==> config.mk <==
export PLATFORM = sky130hd
export DESIGN_NAME = ram_loader
export DESIGN_NICKNAME = d
export VERILOG_FILES = /design/src/rtl/ram_loader_pkg.sv /design/src/rtl/ram_loader_fifo.sv /design/src/rtl/ram_loader.sv
export SDC_FILE = /design/constraint.sdc
export NUM_CORES = 1
export LEC_CHECK = 0
export ABC_CLOCK_PERIOD_IN_PS = 10100
export CELL_PAD_IN_SITES_DETAIL_PLACEMENT = 0
export CELL_PAD_IN_SITES_GLOBAL_PLACEMENT = 2
export CORE_MARGIN = 2
export CORE_UTILIZATION = 40
export CTS_CLUSTER_DIAMETER = 40
export DETAILED_ROUTE_END_ITERATION = 10
export PLACE_DENSITY_LB_ADDON = 0.1
export SLEW_MARGIN = 30
export SYNTH_ARGS = -nofsm -noshare
export SYNTH_HDL_FRONTEND = slang
export SYNTH_HIERARCHICAL = 1
export SYNTH_SLANG_ARGS = --single-unit
==> constraint.sdc <==
create_clock -name clk -period 10.1 [get_ports clk]
set_input_delay 2.02 -clock clk [delete_from_list [all_inputs] [get_ports clk]]
set_output_delay 2.02 -clock clk [all_outputs]
set_load 0.1 [all_outputs]
==> src/rtl/ram_loader_pkg.sv <==
// Shared types for the rv32i RAM port and the boot-time program loader.
package ram_loader_pkg;

  typedef enum logic {
    MEM_LOAD  = 1'b0,
    MEM_STORE = 1'b1
  } mem_op_e;

  typedef enum logic [1:0] {
    RAM_MASK_B = 2'd0,
    RAM_MASK_H = 2'd1,
    RAM_MASK_W = 2'd2
  } ram_mask_e;

  typedef enum logic [1:0] {
    HOLD,
    LOAD,
    DRAIN,
    RUN
  } loader_state_e;

  localparam int LOADER_FIFO_DEPTH_DEFAULT = 4;

endpackage

==> src/rtl/ram_loader_fifo.sv <==
// Small synchronous FIFO buffering bridge writes; head is the oldest entry, valid when not empty.
module ram_loader_fifo #(
  parameter int FIFO_DEPTH = 4,
  parameter int WIDTH      = 51
) (
  input  logic             clk,
  input  logic             reset,
  input  logic             push_i,
  input  logic             pop_i,
  input  logic [WIDTH-1:0] din_i,
  output logic             full_o,
  output logic             empty_o,
  output logic [WIDTH-1:0] head_o
);
  localparam int PTR_W = $clog2(FIFO_DEPTH);

  logic [WIDTH-1:0] mem_q [FIFO_DEPTH];
  logic [PTR_W:0]   wr_q, wr_d, rd_q, rd_d;
  logic             do_push, do_pop;

  // Pointers carry one extra wrap bit to tell full from empty.
  assign empty_o = (wr_q == rd_q);
  assign full_o  = (wr_q[PTR_W] != rd_q[PTR_W]) && (wr_q[PTR_W-1:0] == rd_q[PTR_W-1:0]);
  assign do_pop  = pop_i && !empty_o;
  assign do_push = push_i && (!full_o || do_pop);
  assign head_o  = mem_q[rd_q[PTR_W-1:0]];

  always_comb begin
    wr_d = wr_q;
    rd_d = rd_q;
    if (do_push) wr_d = wr_q + 1'b1;
    if (do_pop)  rd_d = rd_q + 1'b1;
  end

  always_ff @(posedge clk or posedge reset) begin
    if (reset) begin
      wr_q <= '0;
      rd_q <= '0;
    end else begin
      wr_q <= wr_d;
      rd_q <= rd_d;
    end
  end

  always_ff @(posedge clk) begin
    if (do_push) mem_q[wr_q[PTR_W-1:0]] <= din_i;
  end

endmodule

==> src/rtl/ram_loader.sv <==
// Boot loader owning RAM port 1: stores bridge words while the CPU is held, then passes the CPU through.
// Optional macro RAM_LOADER_BSWAP_EN byte-reverses bridge data before it is queued.
module ram_loader
  import ram_loader_pkg::*;
#(
  parameter logic [31:0] ADDR_BASE   = 32'h0000_0000,
  parameter int          ADDR_LENGTH = 21,
  parameter int          FIFO_DEPTH  = LOADER_FIFO_DEPTH_DEFAULT
) (
  input  logic        clk,
  input  logic        reset,
  input  logic        load_start,
  input  logic        load_end,
  input  logic        bridge_wr,
  input  logic [31:0] bridge_addr,
  input  logic [31:0] bridge_wdata,
  input  logic [31:0] cpu_addr,
  input  logic [31:0] cpu_wdata,
  input  mem_op_e     cpu_mem_op,
  input  ram_mask_e   cpu_ram_mask,
  output logic [31:0] ram_addr1,
  output logic [31:0] ram_wdata,
  output mem_op_e     ram_mem_op,
  output ram_mask_e   ram_ram_mask,
  output logic        cpu_hold,
  output logic        busy,
  output logic        overflow,
  output logic [31:0] words_written
);
  localparam int WA_W  = ADDR_LENGTH - 2;
  localparam int ENT_W = WA_W + 32;

  function automatic logic [31:0] load_data(input logic [31:0] d);
`ifdef RAM_LOADER_BSWAP_EN
    return {d[7:0], d[15:8], d[23:16], d[31:24]};
`else
    return d;
`endif
  endfunction

  loader_state_e    state_q, state_d;
  logic             overflow_q, overflow_d;
  logic [31:0]      words_q, words_d;
  mem_op_e          op_q;
  logic [31:0]      addr_q, wdata_q;
  logic [31:0]      offset;
  logic             in_window, push_req, pop, drop;
  logic             fifo_push, fifo_pop, empty, full;
  logic [ENT_W-1:0] push_ent, head, store_ent;

  assign offset    = bridge_addr - ADDR_BASE;
  assign in_window = (bridge_addr >= ADDR_BASE) && ((offset >> ADDR_LENGTH) == 32'd0);
  assign push_req  = (state_q == LOAD) && bridge_wr && in_window;
  assign push_ent  = {offset[ADDR_LENGTH-1:2], load_data(bridge_wdata)};

  // A write arriving at an empty FIFO bypasses it straight into the store register.
  assign pop       = !empty || push_req;
  assign fifo_pop  = pop && !empty;
  assign fifo_push = push_req && (empty ? !pop : (!full || pop));
  assign drop      = push_req && full && !pop;
  assign store_ent = empty ? push_ent : head;

  ram_loader_fifo #(
    .FIFO_DEPTH(FIFO_DEPTH),
    .WIDTH     (ENT_W)
  ) u_fifo (
    .clk    (clk),
    .reset  (reset),
    .push_i (fifo_push),
    .pop_i  (fifo_pop),
    .din_i  (push_ent),
    .full_o (full),
    .empty_o(empty),
    .head_o (head)
  );

  always_comb begin
    state_d    = state_q;
    overflow_d = overflow_q;
    words_d    = words_q;
    if (pop)  words_d    = words_q + 32'd1;
    if (drop) overflow_d = 1'b1;
    case (state_q)
      HOLD: begin
        if (load_start) begin
          state_d    = LOAD;
          words_d    = 32'd0;
          overflow_d = 1'b0;
        end else if (load_end) begin
          state_d = RUN;
        end
      end
      LOAD:  if (load_end) state_d = DRAIN;
      DRAIN: if (empty && !pop && op_q != MEM_STORE) state_d = RUN;
      RUN: begin
        if (load_start) begin
          state_d    = LOAD;
          words_d    = 32'd0;
          overflow_d = 1'b0;
        end
      end
      default: state_d = HOLD;
    endcase
  end

  always_ff @(posedge clk or posedge reset) begin
    if (reset) begin
      state_q    <= HOLD;
      overflow_q <= 1'b0;
      words_q    <= 32'd0;
      op_q       <= MEM_LOAD;
      addr_q     <= 32'd0;
      wdata_q    <= 32'd0;
    end else begin
      state_q    <= state_d;
      overflow_q <= overflow_d;
      words_q    <= words_d;
      op_q       <= pop ? MEM_STORE : MEM_LOAD;
      if (pop) begin
        addr_q  <= 32'({store_ent[ENT_W-1:32], 2'b00});
        wdata_q <= store_ent[31:0];
      end
    end
  end

  always_comb begin
    ram_addr1    = addr_q;
    ram_wdata    = wdata_q;
    ram_mem_op   = op_q;
    ram_ram_mask = RAM_MASK_W;
    if (state_q == RUN) begin
      ram_addr1    = cpu_addr;
      ram_wdata    = cpu_wdata;
      ram_mem_op   = cpu_mem_op;
      ram_ram_mask = cpu_ram_mask;
    end
  end

  assign cpu_hold      = (state_q != RUN);
  assign busy          = (state_q == LOAD) || (state_q == DRAIN);
  assign overflow      = overflow_q;
  assign words_written = words_q;

endmodule

==> results.md, run 1 <==
- Ratio of cells with drive above 1 in the final layout: 20.5%
- CP top delay family: buffers and inverters
- Pin count of the biggest net entering global routing: 70
- Synth warn: 6
- Leading cell type in the layout, fill and taps excluded: clkdlybuf4s50_1
- Reg clk slew, reported paths: 0.04 ns
- Final Setup Violations: 0
- DIE HEIGHT: 182 um
- Largest stage delay on the critical path: 1.14 ns
- Core area: 0.0314 sq mm
- Crit path capture type: output pin
- Worst-Margin Slew: 0.994 ns
- GRT Total Usage: 17.3%
- MaxCap Viol Count: 0
- Antenna violations before repair: 1
- Drt pass-1 iters: 6
- Power per Cell Area: 241 mW/mm^2
- Final WL: 28400 um
- Peak supply drop: 0.132 mV
- H-tree depth: 2
- Most frequent cells in the layout: clkdlybuf4s50_1 (234), edfxtp_1 (204), dfrtp_1 (91)
- Lkg Pwr: 6.23 nW
- Mapped Nets: 946
- DRT iter0 DRCs: 412
- Fmax achieved: 0.173 GHz
- Worst-path cell chain: clkdlybuf4s50_1, mux2_2, clkdlybuf4s50_1
- CP bufs+invs: 2
- Site Rows: 65
- CTS Hold Bufs: 0
- Critical Path RT: 8.08 ns
- Hold Violations, Final: 0
- Max FO, Critical Path: 1
- CTS tree: yes
- Residual overflow from global routing: 0
- Post_cts resized: 0
- Drc violations: 0
- Worst Path Arrival: 3.77 ns
- Worst rel slew slack: 33.5%
- CP Class: in2out
- First-pass GRT wire length: 44700 um
- Dpl hpwl: 16900 um
- Startpoint types: input port
- Max clock buf depth: 3
- Hold_ws: 0.515 ns
- Vias per cell: 5.11
- Vias in the first global route: 7806
- Fin Setup TNS: 0 ns
- Post-DR wirelength/cell: 19.1 um
- Die area: 0.0332 sq mm
- Final worst path period share: 57.3%
- Worst path most repeated cell: clkdlybuf4s50_1
- Port bufs: 235
- Die X: 182 um
- Final critical-path required period: 5.79 ns
- Post-Route Skew: 0.0201 ns
- Status: finished clean
- Max-slew violation count: 0
- Worst-Skew Late Latency: 0.53 ns
- Setup bufs post-CTS: 0
- Layout area overhead: 35.2%
- I/O pin cnt: 238
- Clock Sinks: 297
- Mapped Cells: 800
- Antenna viol nets, final: 0
- GPL Wtd Cong: 0.701
- Initial core utilization: 40.4%
- Mapped Area: 0.0127 sq mm
- Final Instance Area: 0.0172 sq mm
- Area post-placement: 0.0155 sq mm
- Unrepaired setup endpoints after global routing: no
- CTS root buf: clkbuf_16
- Reg2Reg Setup Slack: 6.55 ns
- Synth Area per Inst: 15.9 sq um
- Total CTS buffers: 46
- Crit-path slowest cell: clkdlybuf4s50_1
- Worst hold-check path type: reg2reg
- Nets: 1197
- Via count: 7614
## power breakdown
part | total, mW | internal [mW] | switching, mW
combinational | 1.14 | 0.303 | 0.833
clock | 1.68 | 1.12 | 0.559
sequential | 1.32 | 1.31 | 0.00602
total | 4.13 | 2.73 | 1.40
## metrics by stage
step / setup slack (ns) / power [mW] / utilization [%] / std cells
global route: 4.28 / 4.26 / 54.6 / 1490
floorplan: 5.16 / 2.22 / - / 800
finish: 4.31 / 4.13 / 54.7 / 1491
CTS: 4.29 / 4.17 / 54.6 / 1490
global placement: 4.27 / 2.49 / 49.3 / 1405
detailed placement: 4.30 / 2.49 / 49.3 / 1405
## sequential cells by signal, summed over array words and instances (netlist names)
register	flops
state_q	2
u_fifo/wr_q	3
words_written	32
overflow	1
u_fifo/rd_q	3
op_q	1
addr_q	19
u_fifo/mem_q	204
wdata_q	32
## routing by layer
layer / global-route usage [%] / wire length, um
met2: 27.4 / 13100
met1: 24.0 / 13200
met3: 3.99 / 1590
met5: 0 / 16
met4: 5.10 / 520
## area by class of cell
| cell class | count | area, sq um |
|---|---|---|
| antenna | 1 | 2.50 |
| multi-input combinational | 443 | 4010 |
| inverter | 15 | 58.8 |
| clock buffer | 54 | 1280 |
| fill | 2610 | 14200 |
| timing repair buffer | 248 | 2440 |
| tap | 402 | 503 |
| clock inverter | 31 | 397 |
| sequential | 297 | 8460 |
## worst reg2reg max path, delay by kind of cell (launching register included)
family	cells	cell delay, ns
buffers and inverters	3	1.31
flip-flops	1	0.81
AND/OR/NAND/NOR	3	0.57
XOR/XNOR	1	0.39
AO/OA/AOI/OAI	1	0.09
## final timing paths
check                                           start                            end  cells past startpoint
min reg2reg                        overflow$_DFF_PP0_             overflow$_DFF_PP0_                      1
min                                overflow$_DFF_PP0_             overflow$_DFF_PP0_                      1
min in group asynchronous                       reset     u_fifo/rd_q[1]$_DFFE_PP0P_                      2
max in group asynchronous                       reset    words_written[30]$_DFF_PP0_                      3
max reg2reg                u_fifo/rd_q[0]$_DFFE_PP0P_  u_fifo/mem_q[3][35]$_DFFE_PP_                      8
max                                       cpu_addr[6]                   ram_addr1[6]                      3
No activity file was read; power rests on OpenSTA's default activity.
==> inputs of run 2 (changes only) <==
--- a/config.mk
+++ b/config.mk
@@ -5,11 +5,11 @@
 export SDC_FILE = /design/constraint.sdc
 export NUM_CORES = 1
 export LEC_CHECK = 0
-export ABC_CLOCK_PERIOD_IN_PS = 10100
+export ABC_CLOCK_PERIOD_IN_PS = 5000
 export CELL_PAD_IN_SITES_DETAIL_PLACEMENT = 0
 export CELL_PAD_IN_SITES_GLOBAL_PLACEMENT = 2
 export CORE_MARGIN = 2
-export CORE_UTILIZATION = 40
+export CORE_UTILIZATION = 33
 export CTS_CLUSTER_DIAMETER = 40
 export DETAILED_ROUTE_END_ITERATION = 10
 export PLACE_DENSITY_LB_ADDON = 0.1
==> constraint.sdc (replaced) <==
create_clock -name clk -period 5 [get_ports clk]
set_input_delay 1 -clock clk [delete_from_list [all_inputs] [get_ports clk]]
set_output_delay 1 -clock clk [all_outputs]
set_load 0.1 [all_outputs]
==> results.md, run 2 (synthesized netlist as in run 1, its figures left out) <==
- Site Rows: 71
- Drt pass-1 iters: 4
- Final WL: 30400 um
- Antenna viol nets, final: 0
- Peak supply drop: 0.292 mV
- DIE HEIGHT: 200 um
- Worst hold-check path type: reg2reg
- Unrepaired setup endpoints after global routing: no
- Ratio of cells with drive above 1 in the final layout: 20.5%
- Sw Share: 34.2%
- Final critical-path required period: 4.05 ns
- Worst-Skew Late Latency: 0.55 ns
- Total CTS buffers: 48
- Initial core utilization: 33.6%
- Max FO, Critical Path: 42
- Post-Route Skew: 0.0230 ns
- Die area: 0.0400 sq mm
- Max-slew violation count: 0
- Internal cell power: 5.50 mW
- Most frequent cells in the layout: clkdlybuf4s50_1 (231), edfxtp_1 (204), dfrtp_1 (91)
- Vias in the first global route: 8085
- Max layer used: met4
- Die X: 200 um
- Leading cell type in the layout, fill and taps excluded: clkdlybuf4s50_1
- Dpl hpwl: 18700 um
- Setup bufs post-CTS: 0
- Startpoint types: flop
- Worst-Margin Slew: 1.01 ns
- Drc violations: 0
- Fmax achieved: 0.247 GHz
- Clk network pwr share: 40.4%
- Met3 wire len: 2060 um
- Reg clk slew, reported paths: 0.04 ns
- Comb power frac: 27.7%
- M1 WL: 13900 um
- Crit path capture type: output pin
- Vias per cell: 4.79
- GPL Wtd Cong: 0.695
- Lkg Pwr: 6.26 nW
- Place WS: 1.25 ns
- H-tree depth: 2
- I/O pin cnt: 238
- Post-DR wirelength/cell: 18.9 um
- Final Setup Violations: 0
- Critical Path RT: 4.00 ns
- Port bufs: 235
- Nets: 1204
- Max clock buf depth: 3
- Fin Setup TNS: 0 ns
- First-pass GRT wire length: 47000 um
- Pin count of the biggest net entering global routing: 70
- Core area: 0.0378 sq mm
- Clock Sinks: 297
- DRT iter0 DRCs: 375
- CTS tree: yes
- Layout area overhead: 36.8%
- MaxCap Viol Count: 0
- Residual overflow from global routing: 0
- Worst rel slew slack: 32.7%
- Hold Violations, Final: 0
- GRT Total Usage: 15.5%
- CTS Hold Bufs: 0
- CP Class: reg2out
- Worst Path Arrival: 3.05 ns
- Via count: 7708
- Sw Pwr: 2.86 mW
- Power per Cell Area: 482 mW/mm^2
- Final worst path period share: 80.9%
- Post_cts resized: 0
- CTS root buf: clkbuf_16
- Status: finished clean
- Reg power frac: 31.8%
- Max FFs per register: 204
- Routed wl met2: 14100 um
- Setup ws final: 0.953 ns
- Antenna violations before repair: 1
## run 2: area by class of cell
cell class              count  area (sq um)
repair buffers            253          2510
fillers                  3446         20400
flip-flops and latches    297          8460
multi-input cells         443          4010
well taps                 511           639
inverters                  15          58.8
clock buffers              60          1280
clock inverters            29           393
diodes                      1          2.50
## run 2: power groups by stage
stage          clock network, mW  logic [mW]  registers (mW)
2_1_floorplan                  0        1.78            2.70
3_3_place_gp                   0        2.33            2.71
3_5_place_dp                   0        2.32            2.71
4_1_cts                     3.47        2.33            2.66
5_1_grt                     3.58        2.41            2.66
6_report                    3.38        2.32            2.66
## run 2: critical path, cell delays in order, from the launching register on
cell,delay (ns)
dfrtp_1,0.41
ha_4,0.45
buf_12,0.27
mux2_2,0.37
clkdlybuf4s50_1,0.97
## run 2: layer usage
metal | GRT usage, % | vias up
li1 | - | 3585
met2 | 24.2 | 214
met3 | 4.45 | 33
met4 | 4.01 | 0
met5 | 0 | -
met1 | 21.2 | 3876
## run 2: path summary, 6_finish.rpt
check | start | end | slack, ns | depth (start not counted)
hold / removal | overflow$_DFF_PP0_ | overflow$_DFF_PP0_ | 0.50 | 1
min in group asynchronous | reset | u_fifo/rd_q[0]$_DFFE_PP0P_ | 0.77 | 2
hold reg to reg | overflow$_DFF_PP0_ | overflow$_DFF_PP0_ | 0.50 | 1
setup / recovery | state_q[0]$_DFFE_PP0P_ | ram_wdata[31] | 0.95 | 4
setup reg to reg | u_fifo/rd_q[0]$_DFFE_PP0P_ | words_written[31]$_DFF_PP0_ | 1.69 | 9
max in group asynchronous | reset | wdata_q[29]$_DFFE_PP0P_ | 3.25 | 3
## run 2: metrics by stage
stage / instance area [sq um] / std cells / hold WS [ns] / utilization, % / total power [mW]
5_1_grt: 17400 / 1609 / 0.561 / 46.0 / 8.65
6_report: 17400 / 1609 / 0.501 / 46.0 / 8.36
3_5_place_dp: 15700 / 1518 / 0.501 / 41.5 / 5.03
3_3_place_gp: 15700 / 1518 / 0.484 / 41.5 / 5.03
4_1_cts: 17300 / 1607 / 0.505 / 45.9 / 8.46
2_1_floorplan: 12700 / 800 / 0.501 / - / 4.48
==> inputs of run 3 (changes only) <==
--- a/config.mk
+++ b/config.mk
@@ -5,7 +5,7 @@
 export SDC_FILE = /design/constraint.sdc
 export NUM_CORES = 1
 export LEC_CHECK = 0
-export ABC_CLOCK_PERIOD_IN_PS = 5000
+export ABC_CLOCK_PERIOD_IN_PS = 3490
 export CELL_PAD_IN_SITES_DETAIL_PLACEMENT = 0
 export CELL_PAD_IN_SITES_GLOBAL_PLACEMENT = 2
 export CORE_MARGIN = 2
==> constraint.sdc (replaced) <==
create_clock -name clk -period 3.49 [get_ports clk]
set_input_delay 0.698 -clock clk [delete_from_list [all_inputs] [get_ports clk]]
set_output_delay 0.698 -clock clk [all_outputs]
set_load 0.1 [all_outputs]
==> results.md, run 3 (synthesized netlist as in run 1, its figures left out) <==
- Max FO, Critical Path: 42
- CTS root buf: clkbuf_16
- Power per Cell Area: 681 mW/mm^2
- Leading cell type in the layout, fill and taps excluded: edfxtp_1
- Setup ws final: 0.457 ns
- Worst-path cell chain: ha_4, buf_12, mux2_2, buf_4
- Core area: 0.0378 sq mm
- Pin count of the biggest net entering global routing: 65
- Drt pass-1 iters: 4
- Max-slew violation count: 0
- First-pass GRT wire length: 46300 um
- Dpl hpwl: 18600 um
- Lkg Pwr: 6.33 nW
- Total CTS buffers: 49
- Largest stage delay on the critical path: 0.44 ns
- Crit-path slowest cell: ha_4
- Max FFs per register: 204
- Worst hold-check path type: in2async
- Fin Setup TNS: 0 ns
- Fin util: 45.5%
- Ratio of cells with drive above 1 in the final layout: 29.0%
- Hold_ws: 0.459 ns
- Fmax achieved: 0.330 GHz
- Setup bufs post-CTS: 0
- Worst rel slew slack: 34.8%
- Worst-Skew Late Latency: 0.57 ns
- Place WS: 0.203 ns
- Initial core utilization: 33.6%
- Reg clk slew, reported paths: 0.05 ns
- I/O pin cnt: 238
- Antenna viol nets, final: 0
- Worst Path Arrival: 2.33 ns
- Final Setup Violations: 0
- Drc violations: 0
- GPL Wtd Cong: 0.702
- Worst-Margin Slew: 0.975 ns
- Residual overflow from global routing: 0
- Startpoint types: flop
- Post-DR wirelength/cell: 18.9 um
- Die area: 0.0400 sq mm
- Critical Path RT: 2.79 ns
- Hold Violations, Final: 0
- Die X: 200 um
- Vias per cell: 4.78
- Post_cts resized: 0
- Peak supply drop: 0.424 mV
- Max clock buf depth: 3
- Crit path capture type: output pin
- Final worst path period share: 86.9%
- CTS tree: yes
- Antenna violations before repair: 4
- DIE HEIGHT: 200 um
- Status: finished clean
- Final critical-path required period: 3.03 ns
- Via count: 7711
- H-tree depth: 2
- DRT iter0 DRCs: 310
- Clock Sinks: 297
- Post-Route Skew: 0.0177 ns
- CP Class: reg2out
- CP top delay family: buffers and inverters
- Vias in the first global route: 7984
- Nets: 1209
- Layout area overhead: 35.5%
- Port bufs: 235
- Most frequent cells in the layout: edfxtp_1 (204), clkdlybuf4s50_1 (145), buf_4 (102)
- CTS Hold Bufs: 0
- Site Rows: 71
- Unrepaired setup endpoints after global routing: no
- MaxCap Viol Count: 0
- GRT Total Usage: 15.4%
- CP bufs+invs: 2
- Final WL: 30500 um
## run 3: layout make-up
cell class | instances | area (sq um)
clock inverters | 34 | 335
clock buffers | 56 | 1270
fillers | 3387 | 20600
inverters | 15 | 62.6
flip-flops and latches | 297 | 8460
repair buffers | 257 | 2420
well taps | 511 | 639
diodes | 1 | 2.50
multi-input cells | 443 | 4000
## run 3: stage by stage
step / cells / instance area [sq um] / power (mW)
after floorplan: 800 / 12700 / 6.42
after global placement: 1523 / 15600 / 7.15
after detailed placement: 1523 / 15600 / 7.15
after CTS: 1613 / 17200 / 11.9
after global routing: 1613 / 17200 / 12.1
final: 1614 / 17200 / 11.7
## run 3: worst paths after layout
kind	startpoint	endpoint	slack [ns]	depth (start not counted)
setup reg to reg	state_q[1]$_DFFE_PP0P_	u_fifo/mem_q[3][4]$_DFFE_PP_	0.72	9
max in group asynchronous	reset	addr_q[14]$_DFFE_PP0P_	2.17	3
min in group clk	overflow$_DFF_PP0_	overflow$_DFF_PP0_	0.50	1
setup / recovery	state_q[0]$_DFFE_PP0P_	ram_addr1[13]	0.46	4
hold reg to reg	overflow$_DFF_PP0_	overflow$_DFF_PP0_	0.50	1
hold / removal	reset	u_fifo/wr_q[2]$_DFFE_PP0P_	0.46	2
## run 3: metal layers
metal	vias to the layer above	share of wire [%]	GRT usage (%)
li1	3599	-	-
met1	3845	45	20.1
met2	198	46	24.8
met3	63	6.9	4.67
met4	6	1.9	4.14
met5	-	0.13	0
## run 3: worst register-to-register path: cells and delay by family, from the launching register on
kind | cells | cell delay (ns)
simple gates | 4 | 1.22
compound gates | 1 | 0.11
flops | 1 | 0.42
buf+inv | 3 | 0.48
fa+ha+maj | 1 | 0.24
## run 3: where the power goes
| group | internal (mW) | total [mW] | switching [mW] |
|---|---|---|---|
| sequential | 3.79 | 3.81 | 0.0176 |
| combinational | 0.814 | 3.24 | 2.43 |
| clock | 2.89 | 4.66 | 1.77 |
